==> config.mk <==
export PLATFORM = sky130hd
export DESIGN_NAME = ball_motion_controller
export DESIGN_NICKNAME = d
export VERILOG_FILES = /design/src/rtl/ball_motion_controller.sv
export SDC_FILE = /design/constraint.sdc
export NUM_CORES = 1
export LEC_CHECK = 0
export ABC_AREA = 1
export CAP_MARGIN = 20
export CORE_ASPECT_RATIO = 1.75
export CORE_UTILIZATION = 50
export DETAILED_ROUTE_END_ITERATION = 10
export PLACE_DENSITY_LB_ADDON = 0.25
export SLEW_MARGIN = 40
export SYNTH_ARGS = -nofsm -noshare
export SYNTH_HDL_FRONTEND = slang
export SYNTH_SLANG_ARGS = --single-unit
==> constraint.sdc <==
create_clock -name clk -period 7 [get_ports clk]
set_input_delay 1.4 -clock clk [delete_from_list [all_inputs] [get_ports clk]]
set_output_delay 1.4 -clock clk [all_outputs]
set_load 0.03 [all_outputs]
==> src/rtl/ball_motion_controller.sv <==
// Ball kinematics: fixed-point position/velocity, per-frame integration with
// wall clamping, rolling friction, and one reflection per frame from the
// collision controller.
module ball_motion_controller #(
  parameter int INIT_X         = 320,
  parameter int INIT_Y         = 240,
  parameter int FRAC_BITS      = 6,
  parameter int FRICTION_SHIFT = 4,
  parameter int MIN_SPEED      = 16,
  parameter int X_MIN          = 32,
  parameter int X_MAX          = 600,
  parameter int Y_MIN          = 32,
  parameter int Y_MAX          = 440
) (
  input  logic               clk,
  input  logic               resetN,         // active-high despite the name
  input  logic               startOfFrame,
  input  logic               SingleHitPulse,
  input  logic               hit_x,
  input  logic               hit_y,
  input  logic               strike_valid,
  input  logic signed [10:0] strike_vx,
  input  logic signed [10:0] strike_vy,
  output logic               strike_ready,
  output logic signed [10:0] topLeftX,
  output logic signed [10:0] topLeftY,
  output logic               moving,
  output logic               ball_stopped
);

  localparam int W = 11 + FRAC_BITS;

  localparam logic [0:0] IDLE   = 1'b0;
  localparam logic [0:0] MOVING = 1'b1;

  localparam logic signed [W-1:0] INIT_X_FP = W'(INIT_X << FRAC_BITS);
  localparam logic signed [W-1:0] INIT_Y_FP = W'(INIT_Y << FRAC_BITS);
  localparam logic signed [W-1:0] X_MIN_FP  = W'(X_MIN << FRAC_BITS);
  localparam logic signed [W-1:0] X_MAX_FP  = W'(X_MAX << FRAC_BITS);
  localparam logic signed [W-1:0] Y_MIN_FP  = W'(Y_MIN << FRAC_BITS);
  localparam logic signed [W-1:0] Y_MAX_FP  = W'(Y_MAX << FRAC_BITS);
  localparam logic signed [11:0]  MIN_SPD   = 12'(MIN_SPEED);

  typedef struct packed {
    logic signed [W-1:0] p;
    logic signed [10:0]  v;
  } axis_t;

  logic [0:0]         state_q, state_d;
  logic signed [W-1:0] pos_x_q, pos_x_d, pos_y_q, pos_y_d;
  logic signed [10:0]  vx_q, vx_d, vy_q, vy_d;
  logic               flag_q, flag_d;
  logic               stopped_q, stopped_d;
  logic               refl;
  axis_t              ax, ay;

  // -(-1024) does not fit in 11 bits; pin it to the largest positive value
  function automatic logic signed [10:0] neg_sat(input logic signed [10:0] v);
    return (v == {1'b1, 10'b0}) ? 11'sd1023 : -v;
  endfunction

  // One frame on one axis: reflect, integrate, clamp/bounce, friction, deadband
  function automatic axis_t axis_step(input logic signed [W-1:0] p,
                                      input logic signed [10:0]  v,
                                      input logic                flip,
                                      input logic signed [W-1:0] lo,
                                      input logic signed [W-1:0] hi);
    axis_t r;
    logic signed [10:0] vr;
    logic signed [11:0] mag;
    vr  = flip ? neg_sat(v) : v;
    r.p = p + {{FRAC_BITS{vr[10]}}, vr};
    r.v = vr;
    if (r.p > hi) begin
      r.p = hi;
      r.v = neg_sat(vr);
    end else if (r.p < lo) begin
      r.p = lo;
      r.v = neg_sat(vr);
    end
    r.v = r.v - (r.v >>> FRICTION_SHIFT);
    mag = r.v[10] ? -{r.v[10], r.v} : {r.v[10], r.v};
    if (mag < MIN_SPD) r.v = '0;
    return r;
  endfunction

  // Next-state: strike load in IDLE, reflection and frame update in MOVING
  always_comb begin
    state_d   = state_q;
    pos_x_d   = pos_x_q;
    pos_y_d   = pos_y_q;
    vx_d      = vx_q;
    vy_d      = vy_q;
    flag_d    = flag_q;
    stopped_d = 1'b0;
    refl      = SingleHitPulse && !flag_q;
    ax        = axis_step(pos_x_q, vx_q, refl && hit_x, X_MIN_FP, X_MAX_FP);
    ay        = axis_step(pos_y_q, vy_q, refl && hit_y, Y_MIN_FP, Y_MAX_FP);
    if (startOfFrame) flag_d = 1'b0;
    case (state_q)
      IDLE: begin
        if (strike_valid && (strike_vx != '0 || strike_vy != '0)) begin
          vx_d    = strike_vx;
          vy_d    = strike_vy;
          state_d = MOVING;
        end
      end
      default: begin
        if (startOfFrame) begin
          pos_x_d = ax.p;
          pos_y_d = ay.p;
          vx_d    = ax.v;
          vy_d    = ay.v;
          if (ax.v == '0 && ay.v == '0) begin
            state_d   = IDLE;
            stopped_d = 1'b1;
          end
        end else if (refl) begin
          if (hit_x) vx_d = neg_sat(vx_q);
          if (hit_y) vy_d = neg_sat(vy_q);
          flag_d = 1'b1;
        end
      end
    endcase
  end

  // State registers; reset respawns the ball at rest
  always_ff @(posedge clk or posedge resetN) begin
    if (resetN) begin
      state_q   <= IDLE;
      pos_x_q   <= INIT_X_FP;
      pos_y_q   <= INIT_Y_FP;
      vx_q      <= '0;
      vy_q      <= '0;
      flag_q    <= 1'b0;
      stopped_q <= 1'b0;
    end else begin
      state_q   <= state_d;
      pos_x_q   <= pos_x_d;
      pos_y_q   <= pos_y_d;
      vx_q      <= vx_d;
      vy_q      <= vy_d;
      flag_q    <= flag_d;
      stopped_q <= stopped_d;
    end
  end

  assign topLeftX     = pos_x_q[W-1:FRAC_BITS];
  assign topLeftY     = pos_y_q[W-1:FRAC_BITS];
  assign moving       = (state_q == MOVING);
  assign strike_ready = (state_q == IDLE);
  assign ball_stopped = stopped_q;

endmodule

==> results of run 1 <==
[cells in the final DEF (no fill, tap or decap), types with 4 or more instances in the layout]
| cell type | instances |
|---|---|
| o21ai_2 | 9 |
| dfstp_2 | 6 |
| xor2_1 | 7 |
| nor3_1 | 17 |
| nand2_4 | 14 |
| nand3_2 | 24 |
| ha_1 | 50 |
| a221oi_1 | 16 |
| a211oi_1 | 5 |
| clkdlybuf4s50_1 | 51 |
| nand4_1 | 21 |
| nand2_2 | 41 |
| o21ai_0 | 36 |
| buf_4 | 213 |
| a31oi_1 | 6 |
| nor3_2 | 4 |
| o21bai_1 | 4 |
| o21ai_1 | 4 |
| a21boi_0 | 5 |
| ha_4 | 8 |
| a21oi_2 | 22 |
| nor2_4 | 6 |
| a21oi_1 | 43 |
| or2_2 | 4 |
| nor2_1 | 111 |
| nand3_4 | 4 |
| nand3_1 | 115 |
| o21a_1 | 4 |
| nand2_1 | 466 |
| buf_6 | 5 |
| nor2_2 | 19 |
| dfrtp_1 | 53 |
| o31ai_1 | 8 |
| nand3b_1 | 19 |
| inv_2 | 25 |
| clkinv_1 | 4 |
| clkbuf_16 | 9 |
| inv_1 | 164 |
| nor4_1 | 5 |
[state kept, by name (all words and copies together) (netlist names)]
name	count
pos_x_q	17
ball_stopped	1
vy_q	11
pos_y_q	17
vx_q	11
flag_q	1
moving	1
[layout make-up]
cell class,instances,area (um2)
Sequential cell,59,1480
Multi-Input combinational cell,1123,6410
Timing Repair Buffer,273,2230
Inverter,194,731
Fill cell,1599,5510
Tap cell,227,284
Clock buffer,11,243
Clock inverter,5,52.6
[per-stage QoR]
step / utilization / worst slack [ns]
floorplan: - / 0.298
global placement: 0.634 / -0.302
detailed placement: 0.634 / -0.391
CTS: 0.651 / 0.00379
global route: 0.675 / -0.0270
finish: 0.675 / 0.393
[worst max-delay path, delay by kind of cell]
family | cells | cell delay, ns
buffers and inverters | 11 | 1.68
adder cells (fa/ha/maj) | 3 | 0.93
AND/OR/NAND/NOR | 20 | 2.33
AO/OA/AOI/OAI | 3 | 0.46
[how the worst max path moves through the flow]
stage                   start                   to  depth (start not counted)
2_1_floorplan  SingleHitPulse  vy_q[9]$_DFFE_PP0P_                         38
3_3_place_gp   SingleHitPulse     moving$_DFF_PP0_                         38
3_5_place_dp   SingleHitPulse  vy_q[3]$_DFFE_PP0P_                         37
4_1_cts        SingleHitPulse  vy_q[3]$_DFFE_PP0P_                         42
5_1_grt                 hit_x     moving$_DFF_PP0_                         46
6_report                hit_x  vx_q[5]$_DFFE_PP0P_                         37
[timing repair]
| item | 4_1_cts | 5_1_grt |
|---|---|---|
| setup endpoints to repair | 12 | 24 |
| gates resized for setup | 2 | 76 |
| setup buffers | 0 | 8 |
| pin swaps | 0 | 11 |
[per-layer routing]
metal,part of all wire,global-route usage,vias up
li1,-,-,5061
met1,0.35,0.303,4649
met2,0.54,0.604,292
met3,0.033,0.0390,131
met4,0.078,0.255,0
met5,0,0,-
[cell families (layout without fill, tap and decap cells)]
kind of cell    after synthesis  in the layout  synth area share
simple gates                878            878             0.476
flops                        59             59             0.172
buf+inv                     245            483             0.121
compound gates              170            170             0.123
xor+xnor                     13             13            0.0141
fa+ha+maj                    62             62            0.0934
==> impl_metrics.json, run 1 <==
{
  "crit_slowest_cell": "clkdlybuf4s50_1",
  "synth_top_area_cell": "nand2_1",
  "clk_latency_ns": 0.35,
  "clk_pin_slew_ns": 0.05,
  "holdWs_ns": 0.493,
  "grt_use_total": 0.321,
  "startpoint_type": "input port",
  "syn2layout_area_growth_pct": 32.6,
  "tightest_slew_ns": 0.755,
  "r2r_slack_ns": 0.85,
  "firstDrtPassIters": 5,
  "die_y_um": 176,
  "clockBufferDepth": 2,
  "via_count": 10133,
  "clock_skew_ns": 0.0151,
  "grt_first_pass_wirelength_um": 44800,
  "wl_per_cell_um": 14.7,
  "status": "complete, no violations",
  "ff2ff_path_depth": 41,
  "min_period_over_period": 0.944,
  "yosys_warnings": 0,
  "slew_headroom": 0.494,
  "hold_viol": 0,
  "ys.flop_type": "dfrtp_1",
  "yosys.cell_types.count": 52,
  "core_area_um2": 16900,
  "min_to": "pos_x_q[0]$_DFFE_PP0P_",
  "dp_hpwl_um": 22000,
  "num_io_pins": 54,
  "yosysMostFrequentCell": "nand2_1",
  "finish.instance_area_um2": 11400,
  "hold_start": "pos_x_q[0]$_DFFE_PP0P_",
  "yosys-top-cells-count": "nand2_1 (476), inv_1 (172), nand3_1 (120)",
  "cap_violations": 0,
  "worstSetupPathType": "input port to register",
  "drv_slew": 0,
  "layout_min_cycle_time_ns": 6.61,
  "cp.required_ns": 7.22,
  "synth-seq-cells": 59,
  "drt_iter0_markers": 467,
  "tritoncts": "done",
  "drt_wl_total_um": 27900,
  "synth-edff-count": 0,
  "drive_gt1_frac": 0.264,
  "synth_top_area_frac": 0.207,
  "min_path_type": "register to register",
  "rows": 63,
  "grt_pass1_vias": 10009,
  "place.gp.congestion": 0.969,
  "final.setup.tns_ns": 0,
  "drc": 0,
  "yosys-top-cells-area": "nand2_1 (21%), dfrtp_1 (15%), ha_1 (8.4%)",
  "cts.sinks": 59,
  "timing.rr.end": "vy_q[3]$_DFFE_PP0P_",
  "initial_utilization": 0.509,
  "grt_max_degree": 60,
  "diodes": 0,
  "postPlaceCellArea_um2": 10700,
  "viasPerCell": 5.36,
  "final_cells": 1892,
  "setup.worst_path.end_class": "register",
  "cts_buffers": 9,
  "r2r_start": "vy_q[0]$_DFFE_PP0P_",
  "netlist_area_um2": 8620,
  "antenna_left": 0,
  "async_flop_share": 1.00,
  "syn_inst": 1427,
  "worst_path_largest_cell_delay_ns": 0.48,
  "postSynthAreaPerCell_um2": 6.04,
  "hold_path_depth": 2,
  "nets": 1751,
  "fmax_ghz": 0.151,
  "synth_seq_area_share": 0.172,
  "die-area_um2": 17800,
  "h-tree-depth": 3,
  "setup_violations": 0,
  "grt_overflow": 0,
  "holdBufCountCts": 0,
  "crit_path_max_fanout": 7,
  "root_buffer": "clkbuf_16",
  "arrival_ns": 6.83,
  "port_buffers": 53,
  "place_inst": 1868,
  "die_x_um": 101,
  "syn-num-nets": 1518,
  "antenna_found_initial": 0
}
Power of run 1 is left out: the tool's default activity adds up to more than one toggle a clock period on the data nets, which glitch-free logic cannot reach.
==> run 2: changes to the inputs <==
- CTS_BUF_LIST: not set -> sky130_fd_sc_hd__clkbuf_4
==> impl_metrics.json, run 2 (synthesized netlist as in run 1, its figures left out) <==
{
  "fmax_ghz": 0.152,
  "viasPerCell": 5.33,
  "initial_utilization": 0.509,
  "wl_met3_um": 839,
  "path_common_cell": "nand2_1",
  "hold_viol": 0,
  "finish.instance_area_um2": 11100,
  "drt_iter0_markers": 475,
  "status": "complete, no violations",
  "drive_gt1_frac": 0.246,
  "clk_latency_ns": 0.50,
  "r2r_slack_ns": 0.75,
  "layout_min_cycle_time_ns": 6.59,
  "cp.required_ns": 7.36,
  "place.gp.congestion": 0.969,
  "rows": 63,
  "core_area_um2": 16900,
  "setup_ws_ns": 0.405,
  "dp_slack_ns": -0.391,
  "die_x_um": 101,
  "drc": 0,
  "nets": 1748,
  "ff2ff_path_depth": 43,
  "drt_wl_total_um": 27100,
  "h-tree-depth": 3,
  "arrival_ns": 6.95,
  "grt_use_total": 0.319,
  "postPlaceCellArea_um2": 10700,
  "grt_max_degree": 60,
  "tightest_slew_ns": 0.764,
  "crit_slowest_cell": "clkdlybuf4s50_1",
  "grt_overflow": 0,
  "slew_headroom": 0.487,
  "min_path_type": "register to register",
  "cap_violations": 0,
  "root_buffer": "clkbuf_4",
  "final_common_cell": "nand2_1",
  "setup_violations": 0,
  "num_io_pins": 54,
  "clockBufferDepth": 2,
  "worstSetupPathType": "input port to register",
  "holdWs_ns": 0.506,
  "crit_path_max_fanout": 12,
  "startpoint_type": "input port",
  "firstDrtPassIters": 5,
  "syn2layout_area_growth_pct": 28.8,
  "routed.top_layer": "met4",
  "dp_hpwl_um": 22000,
  "tritoncts": "done",
  "drv_slew": 0,
  "final_cell_mix": "nand2_1 (469), buf_4 (213), inv_1 (168), nand3_1 (119), nor2_1 (112)",
  "clock_skew_ns": 0.0304,
  "die_y_um": 176,
  "setup.worst_path.end_class": "register",
  "port_buffers": 53,
  "met2WireLength_um": 14700,
  "via_count": 10065,
  "hold_path_depth": 2,
  "die-area_um2": 17800,
  "largestRegisters": "pos_x_q x17, pos_y_q x17",
  "grt_first_pass_wirelength_um": 44600,
  "antenna_left": 0,
  "cts_buffers": 9,
  "wl_per_cell_um": 14.4,
  "min_period_over_period": 0.942,
  "grt_pass1_vias": 9935,
  "clk_pin_slew_ns": 0.10,
  "antenna_found_initial": 1,
  "met1Wirelength_um": 9450,
  "cts.sinks": 59,
  "worst_path_largest_cell_delay_ns": 0.47,
  "holdBufCountCts": 0
}
-- run 2: cell count changes in the layout (fill, tap and decap cells not counted), sizes merged --
cell,before,now
buf,220,217
clkbuf,11,10
clkdlybuf4s50,51,52
clkinv,7,8
diode,0,1
dlymetal6s2s,2,1
-- run 2: worst paths after layout --
kind	startpoint	endpoint
max in group asynchronous	resetN	vx_q[10]$_DFFE_PP0P_
min in group asynchronous	resetN	pos_y_q[16]$_DFFE_PP0P_
min reg2reg	pos_x_q[0]$_DFFE_PP0P_	pos_x_q[0]$_DFFE_PP0P_
min	pos_x_q[0]$_DFFE_PP0P_	pos_x_q[0]$_DFFE_PP0P_
max	hit_x	vx_q[0]$_DFFE_PP0P_
max reg2reg	vy_q[0]$_DFFE_PP0P_	vy_q[3]$_DFFE_PP0P_
-- run 2: metal layers --
layer | GRT usage | vias to the layer above
li1 | - | 5068
met5 | 0 | -
met2 | 0.600 | 276
met3 | 0.0434 | 138
met4 | 0.248 | 0
met1 | 0.301 | 4583
-- run 2: worst max-delay path, delay by kind of cell --
family / cells / cell delay, ns
compound gates: 3 / 0.54
fa+ha+maj: 3 / 0.99
buf+inv: 9 / 1.51
simple gates: 20 / 2.49
-- run 2: per-stage QoR --
stage | utilization | setup TNS, ns | cells
after global placement | 0.634 | -5.32 | 1868
after floorplan | - | 0 | 1427
after detailed placement | 0.634 | -7.07 | 1868
after CTS | 0.641 | 0 | 1884
after global routing | 0.655 | -0.408 | 1890
final | 0.655 | 0 | 1890
-- run 2: what timing repair did --
item | CTS | global route
buffers inserted | 0 | 5
gates resized for setup | 0 | 44
endpoints found under the hold margin | 0 | 0
setup endpoints to repair | 0 | 24
-- run 2: area by class of cell --
class	instances	area [um2]
multi-input cells	1123	6280
inverters	194	728
repair buffers	270	2190
diodes	1	2.50
clock buffers	10	75.1
flip-flops and latches	59	1480
clock inverters	6	56.3
fillers	1636	5840
well taps	227	284
Power of run 2 is left out for the same reason.
==> run 3: changes to the inputs <==
- SLEW_MARGIN: 40 -> 30
- clock period: 7 -> 7.98 ns (I/O delays scaled with it)
==> impl_metrics.json, run 3 (synthesized netlist as in run 1, its figures left out) <==
{
  "cts.sinks": 59,
  "crit_path_max_fanout": 12,
  "grt_pass1_vias": 9076,
  "cp.required_ns": 8.30,
  "cp.depth": 42,
  "min_period_over_period": 0.941,
  "startpoint_type": "input port",
  "crit_start": "SingleHitPulse",
  "crit_family": "simple AND/OR/NAND/NOR gates",
  "fmax_ghz": 0.133,
  "cap_violations": 0,
  "grt_overflow": 0,
  "hold_viol": 0,
  "tritoncts": "done",
  "syn2layout_area_growth_pct": 10.0,
  "final_cell_mix": "nand2_1 (475), inv_1 (170), nand3_1 (120), nor2_1 (114), ha_1 (58)",
  "grt_max_degree": 60,
  "cts_buffers": 9,
  "h-tree-depth": 3,
  "multi_input_area_um2": 6120,
  "grt_use_total": 0.297,
  "timing.rr.end": "ball_stopped$_DFF_PP0_",
  "firstDrtPassIters": 7,
  "nets": 1559,
  "antenna_found_initial": 1,
  "dp_hpwl_um": 20500,
  "drt_iter0_markers": 398,
  "via_count": 9205,
  "holdBufCountCts": 0,
  "die_x_um": 101,
  "wl_per_cell_um": 14.8,
  "worstSetupPathType": "input port to register",
  "drv_slew": 0,
  "arrival_ns": 7.83,
  "port_buffers": 53,
  "r2r_slack_ns": 1.34,
  "min_path_type": "register to register",
  "tightest_slew_ns": 0.858,
  "root_buffer": "clkbuf_4",
  "num_io_pins": 54,
  "die-area_um2": 17800,
  "setup_violations": 0,
  "clk_latency_ns": 0.47,
  "core_area_um2": 16900,
  "drive_gt1_frac": 0.127,
  "status": "complete, no violations",
  "worst_path_largest_cell_delay_ns": 0.53,
  "drt_wl_total_um": 25200,
  "grt_first_pass_wirelength_um": 41400,
  "n_fill_cell": 1768,
  "final.setup.tns_ns": 0,
  "largestRegisters": "pos_x_q x17, pos_y_q x17",
  "place.gp.congestion": 0.952,
  "crit_slowest_cell": "clkdlybuf4s50_1",
  "final_common_cell": "nand2_1",
  "path_buf_inv": 9,
  "cp-endpoint": "vx_q[5]$_DFFE_PP0P_",
  "clk_pin_slew_ns": 0.10,
  "initial_utilization": 0.509,
  "viasPerCell": 5.41,
  "r2r_start": "vy_q[0]$_DFFE_PP0P_",
  "layout_min_cycle_time_ns": 7.51,
  "cts_setup_buffers": 0,
  "hold_path_depth": 2,
  "clockBufferDepth": 2,
  "die_y_um": 176,
  "rows": 63,
  "setup.worst_path.end_class": "register",
  "drc": 0,
  "slew_headroom": 0.428,
  "regArea_um2": 1480,
  "rsz0062_at_grt": "no",
  "clock_skew_ns": 0.0317,
  "ff2ff_path_depth": 41,
  "path_common_cell": "nand2_1",
  "antenna_left": 0
}
## run 3: timing repair
item | in CTS | in global routing
endpoints found under the setup margin | 0 | 24
gates resized for setup | 0 | 5
hold endpoints to repair | 0 | 0
## run 3: worst register-to-register path, delay by kind of cell, from the launching register on
kind / cells / cell delay (ns)
AO/OA/AOI/OAI: 1 / 0.19
XOR/XNOR: 1 / 0.25
adder cells (fa/ha/maj): 4 / 1.30
buffers and inverters: 5 / 0.58
flip-flops: 1 / 0.41
AND/OR/NAND/NOR: 30 / 3.84
## run 3: per-layer routing
metal	up-vias	GRT usage	share of wire
li1	4686	-	-
met1	4159	0.291	0.36
met2	238	0.550	0.53
met3	122	0.0362	0.032
met4	0	0.231	0.076
met5	-	0	0
## run 3: cell type report
class | count | area share
multi-input combinational | 1123 | 0.645
timing repair buffer | 81 | 0.0781
clock inverter | 4 | 0.00461
clock buffer | 12 | 0.00949
tap | 227 | 0.0299
inverter | 194 | 0.0767
sequential | 59 | 0.156
antenna | 1 | 0.000264
## run 3: how the worst min path moves through the flow
stage / to / from / slack (ns)
final: pos_x_q[3]$_DFFE_PP0P_ / pos_x_q[3]$_DFFE_PP0P_ / 0.50
after global placement: pos_x_q[4]$_DFFE_PP0P_ / pos_x_q[4]$_DFFE_PP0P_ / 0.47
after global routing: pos_x_q[3]$_DFFE_PP0P_ / pos_x_q[3]$_DFFE_PP0P_ / 0.53
after CTS: pos_x_q[3]$_DFFE_PP0P_ / pos_x_q[3]$_DFFE_PP0P_ / 0.51
after floorplan: pos_x_q[3]$_DFFE_PP0P_ / pos_x_q[3]$_DFFE_PP0P_ / 0.46
after detailed placement: pos_y_q[3]$_DFFE_PP0P_ / pos_y_q[3]$_DFFE_PP0P_ / 0.48
## run 3: metrics by stage
stage	instance area, um2	hold slack [ns]	setup slack [ns]	utilization	cells
after global routing	9490	0.533	0.0105	0.560	1701
after CTS	9460	0.512	0.426	0.558	1700
final	9490	0.505	0.474	0.560	1701
after detailed placement	9330	0.483	-0.0284	0.551	1684
after floorplan	8620	0.458	1.08	-	1427
after global placement	9330	0.474	0.0348	0.551	1684
Power of run 3 is left out for the same reason.
